$ cat src/rtl/pwm_capture_pkg.sv
// rtl/pwm_capture_pkg.sv - shared FSM state type and default counter width for pwm_capture
package pwm_capture_pkg;

    localparam int CNT_W_DEFAULT = 16;

    typedef enum logic [1:0] {
        ST_IDLE  = 2'd0,
        ST_ARMED = 2'd1,
        ST_HIGH  = 2'd2,
        ST_LOW   = 2'd3
    } state_t;

endpackage

$ cat src/rtl/pwm_capture_sync_edge.sv
// rtl/pwm_capture_sync_edge.sv - 2-flop synchronizer plus edge-detect flop for pwm_in
module sync_edge (
    input  logic clk,
    input  logic rst_n,
    input  logic din,
    output logic level,
    output logic rise,
    output logic fall
);

    logic meta;
    logic sync;
    logic prev;

    always_ff @(posedge clk or negedge rst_n) begin
        if (!rst_n) begin
            meta <= 1'b0;
            sync <= 1'b0;
            prev <= 1'b0;
        end else begin
            meta <= din;
            sync <= meta;
            prev <= sync;
        end
    end

    assign level = sync;
    assign rise  = sync & ~prev;
    assign fall  = ~sync & prev;

endmodule

$ cat src/rtl/pwm_capture.sv
// rtl/pwm_capture.sv - PWM period/high-time capture with valid/ready result; optional PWM_CAPTURE_TIMEOUT_EN
module pwm_capture
    import pwm_capture_pkg::*;
#(
    parameter int CNT_W = CNT_W_DEFAULT
) (
    input  logic             clk,
    input  logic             rst_n,
    input  logic             pwm_in,
    output logic             meas_valid,
    input  logic             meas_ready,
    output logic [CNT_W-1:0] meas_period,
    output logic [CNT_W-1:0] meas_high,
    output logic             overrun,
    output logic             stuck
);

    localparam logic [CNT_W-1:0] CNT_MAX = '1;
    localparam logic [CNT_W-1:0] CNT_ONE = {{(CNT_W-1){1'b0}}, 1'b1};

    logic             level;
    logic             rise;
    logic             fall;
    state_t           state;
    state_t           state_nxt;
    logic [CNT_W-1:0] cnt;
    logic [CNT_W-1:0] cnt_nxt;
    logic [CNT_W-1:0] cnt_inc;
    logic [CNT_W-1:0] high_lat;
    logic [1:0]       settle;
    logic             capture_high;
    logic             complete;
    logic             go_stuck;
    logic             timeout_hit;
    logic             accept;

    sync_edge u_sync_edge (
        .clk   (clk),
        .rst_n (rst_n),
        .din   (pwm_in),
        .level (level),
        .rise  (rise),
        .fall  (fall)
    );

    // cnt holds 0 in the rise cycle, so the true cycle count is always cnt + 1 (saturating)
    assign cnt_inc = (cnt == CNT_MAX) ? cnt : cnt + CNT_ONE;
    assign accept  = !meas_valid || meas_ready;

    always_comb begin
        state_nxt    = state;
        cnt_nxt      = cnt;
        capture_high = 1'b0;
        complete     = 1'b0;
        go_stuck     = 1'b0;
        case (state)
            ST_IDLE: begin
                cnt_nxt = '0;
                // wait until the synchronizer holds real samples, not reset zeros
                if (settle[1] && !level) begin
                    state_nxt = ST_ARMED;
                end
            end
            ST_ARMED: begin
                cnt_nxt = '0;
                if (rise) begin
                    state_nxt = ST_HIGH;
                end
            end
            ST_HIGH: begin
                cnt_nxt = cnt_inc;
                if (fall) begin
                    state_nxt    = ST_LOW;
                    capture_high = 1'b1;
                end else if (timeout_hit) begin
                    state_nxt = ST_IDLE;
                    cnt_nxt   = '0;
                    go_stuck  = 1'b1;
                end
            end
            ST_LOW: begin
                cnt_nxt = cnt_inc;
                if (rise) begin
                    state_nxt = ST_HIGH;
                    cnt_nxt   = '0;
                    complete  = 1'b1;
                end else if (timeout_hit) begin
                    state_nxt = ST_IDLE;
                    cnt_nxt   = '0;
                    go_stuck  = 1'b1;
                end
            end
            default: begin
                state_nxt = ST_IDLE;
                cnt_nxt   = '0;
            end
        endcase
    end

    always_ff @(posedge clk or negedge rst_n) begin
        if (!rst_n) begin
            state    <= ST_IDLE;
            cnt      <= '0;
            settle   <= 2'd0;
            high_lat <= '0;
        end else begin
            state <= state_nxt;
            cnt   <= cnt_nxt;
            if (!settle[1]) begin
                settle <= settle + 2'd1;
            end
            if (capture_high) begin
                high_lat <= cnt_inc;
            end
        end
    end

    always_ff @(posedge clk or negedge rst_n) begin
        if (!rst_n) begin
            meas_valid  <= 1'b0;
            meas_period <= '0;
            meas_high   <= '0;
            overrun     <= 1'b0;
        end else begin
            if (complete && accept) begin
                meas_valid  <= 1'b1;
                meas_period <= cnt_inc;
                meas_high   <= high_lat;
            end else if (meas_valid && meas_ready) begin
                meas_valid <= 1'b0;
            end
            if (complete && !accept) begin
                overrun <= 1'b1;
            end
        end
    end

`ifdef PWM_CAPTURE_TIMEOUT_EN
    logic stuck_q;

    assign timeout_hit = (cnt == CNT_MAX);

    always_ff @(posedge clk or negedge rst_n) begin
        if (!rst_n) begin
            stuck_q <= 1'b0;
        end else if (rise) begin
            stuck_q <= 1'b0;
        end else if (go_stuck) begin
            stuck_q <= 1'b1;
        end
    end

    assign stuck = stuck_q;
`else
    assign timeout_hit = 1'b0;
    assign stuck       = 1'b0;
`endif

endmodule

$ cat config.mk
export PLATFORM = sky130hd
export DESIGN_NAME = pwm_capture
export DESIGN_NICKNAME = d
export VERILOG_FILES = /design/src/rtl/pwm_capture_pkg.sv /design/src/rtl/pwm_capture_sync_edge.sv /design/src/rtl/pwm_capture.sv
export SDC_FILE = /design/constraint.sdc
export NUM_CORES = 1
export LEC_CHECK = 0
export ABC_CLOCK_PERIOD_IN_PS = 2400
export CAP_MARGIN = 20
export CORE_ASPECT_RATIO = 1.4
export CORE_MARGIN = 8
export CORE_UTILIZATION = 30
export DETAILED_ROUTE_END_ITERATION = 12
export GPL_TIMING_DRIVEN = 0
export HOLD_SLACK_MARGIN = 0.02
export REMOVE_ABC_BUFFERS = 1
export SLEW_MARGIN = 20
export SYNTH_ARGS = -nofsm -noshare
export SYNTH_HDL_FRONTEND = slang
export SYNTH_SLANG_ARGS = --single-unit
$ cat constraint.sdc
create_clock -name clk -period 2.4 [get_ports clk]
set_input_delay 0.48 -clock clk [delete_from_list [all_inputs] [get_ports clk]]
set_output_delay 0.48 -clock clk [all_outputs]
set_load 0.1 [all_outputs]
==> flow_summary.yaml <==
outcome:
  status: "finished clean"
synthesis:
  synth_top_area_share_pct: 63.2
  synthTopCellsByArea: "dfrtp_1 63%, nand2_1 11%, o21ai_0 5.2%"
  syn_inst: 289
  async_flop_share_pct: 100
  synth_top_area_cell: "dfrtp_1"
  yosys.cell_types.count: 36
  ys_warn_count: 0
  synth_area_um2: 2890
  synth_seq_cells: 73
  synth_edf_count: 0
  synthFlopType: "dfrtp_1"
  avgSynthCellArea_um2: 10.0
  synth-seq-area-share_pct: 63.2
cells_and_area:
  area_delta_synth_final_pct: 27.0
  final_common_cell: "nand2_1"
  nets: 331
  layout-drive-gt1-share_pct: 7.93
  layout_common_cells: "88 x nand2_1, 73 x dfrtp_1, 36 x clkdlybuf4s50_1"
  antennaDiodeCount: 0
  fin_util_pct: 39.0
sta:
  finalClockSkew_ns: 0.00397
  hold_viol_final: 0
  slew_headroom_pct: 33.3
  final.setup.worst_slack_ns: 0.0815
  setup_viol: 0
  fmax_mhz: 431
  period_needed_ns: 2.32
  slew_viol_final: 0
  rsz0062_at_grt: "no"
  tightestPinTransition_ns: 0.997
  period_share_pct: 96.6
  holdWs_ns: 0.0889
flow_run:
  maxCapViolations: 0
placed_design:
  portBuffers: 37
  dpl.hpwl_um: 4010
  place_ws_ns: 0.230
  gp_congestion: 0.808
clocking:
  clock_path_buffers: 2
  cts.clk_slew.worst_paths_ns: 0.05
  postCtsSetupBuffers: 0
  cts_tree: "built"
  insertion_delay_ns: 0.33
  postCtsHoldBufs: 0
  htree_levels: 3
  cts_sinks: 73
  root_buffer: "clkbuf_16"
  numCtsBuffers: 9
  cts_resized: 0
global_routing:
  gr-usage-met2_pct: 15.1
  gr-total-overflow: 0
  track_usage_pct: 9.73
  grt_use_met1_pct: 11.0
  antenna_found_initial: 0
  grt_pass1_wl_um: 10100
  grt_max_degree: 43
  busiest_layer: "met2"
  grt_pass1_vias: 2083
  met3_usage_pct: 4.02
floorplan:
  fp.dieW_um: 99.0
  start_util_pct: 30.7
  io_pins: 39
  core_um2: 9410
  row_count: 42
  die-area_um2: 13100
  dieHeight_um: 132
drt:
  wl_um: 5740
  wl_per_cell_um: 13.1
  drtIter0Drc: 108
  drc: 0
  drt.antenna.violating_nets: 0
  viasPerCell: 4.63
  firstDrtPassIters: 4
  vias: 2029
power_and_ir_drop:
  power_frac_comb_pct: 30.9
  worst_ir_drop_vdd_v: 0.000590
  p_clk_share_pct: 30.3
  swShare_pct: 38.4
  powerDensity_nw_per_um2: 1080
  seqPwrFrac_pct: 38.8
  internal-power_mw: 2.45
  switchingPower_mw: 1.53
  leakage_nw: 1.69
  power_mw: 3.98
worst_setup_path:
  crit_fanout: 2
  cp.arrival_ns: 1.84
  path_cells: "clkdlybuf4s50_1"
  critPathRequiredTime_ns: 1.92
  cpMaxStageDelayCell: "clkdlybuf4s50_1"
  endpoint_kind: "output port"
  critPathKind: "reg -> out"
  cp_top_family: "buffers and inverters"
  crit_buf_inv: 1
  slowest_delay_ns: 1.14
  crit_path_start_kind: "flop"
worst_hold_path:
  hold_path.class: "in -> async"
==> worst paths after layout <==
check                            startpoint  slack, ns           endpoint  cells after the start
setup / recovery             meas_period[1]       0.08     meas_period[1]                      1
hold / removal                        rst_n       0.09       meas_high[5]                      1
setup reg to reg                     cnt[0]       0.22        high_lat[3]                      6
hold reg to reg            u_sync_edge.meta       0.35  u_sync_edge.level                      0
max in group asynchronous             rst_n       1.76   u_sync_edge.meta                      2
min in group clk           u_sync_edge.meta       0.35  u_sync_edge.level                      0
==> registers in the layout (all words and copies together) (netlist names) <==
register           count
cnt                   16
high_lat              16
meas_high             16
meas_period           16
meas_valid             1
overrun                1
settle                 2
state                  2
u_sync_edge.level      1
u_sync_edge.meta       1
u_sync_edge.prev       1
==> routing by layer <==
metal / vias up / share of wire [%]
met5: - / 0
met4: 0 / 1.8
met3: 8 / 5.9
met2: 30 / 49
met1: 957 / 43
li1: 1034 / -
==> per-stage QoR <==
stage	TNS (ns)	std cells	area [um2]
global placement	-124.80	423	3340
finish	0	438	3670
detailed placement	0	425	3400
CTS	0	438	3670
global route	0	438	3670
floorplan	0	276	2840
==> power by group through the flow <==
stage	sequential [mW]	combinational, mW	clock (mW)
2_1_floorplan	2.24	0.231	0
3_3_place_gp	1.55	1.23	0
3_5_place_dp	1.56	1.25	0
4_1_cts	1.55	1.25	1.25
5_1_grt	1.57	1.30	1.29
6_report	1.55	1.23	1.21
==> final cells by class <==
| class | count | area, um2 |
|---|---|---|
| Multi-Input combinational cell | 202 | 1020 |
| Clock buffer | 13 | 270 |
| Sequential cell | 73 | 1830 |
| Inverter | 1 | 3.75 |
| Fill cell | 951 | 5740 |
| Tap cell | 110 | 138 |
| Timing Repair Buffer | 39 | 415 |
==> cell families after synthesis <==
logic type               Yosys count  share of synthesized area [%]
AO/OA/AOI/OAI                     42                           7.75
AND/OR/NAND/NOR                  147                           23.1
buffers and inverters             14                           1.99
flip-flops                        73                           63.2
XOR/XNOR                           9                           2.73
adder cells (fa/ha/maj)            1                          0.433
other                              1                          0.130
multiplexers                       2                          0.693
==> synth_stat cells (2+ instances only) <==
library cell   n
and3_1         4
clkbuf_1      11
nand2b_1       4
nand3_1       10
dfrtp_1       73
nor3_1         3
xnor2_1        4
nor2_1        17
nor2b_1        2
nand2_1       88
and3_2         2
a31o_2         2
o21ai_0       30
xor2_1         5
mux2i_1        2
nor4_1         2
nand4_1        6
o21ai_1        6
Note: power is estimated with default switching activity, not from simulation.
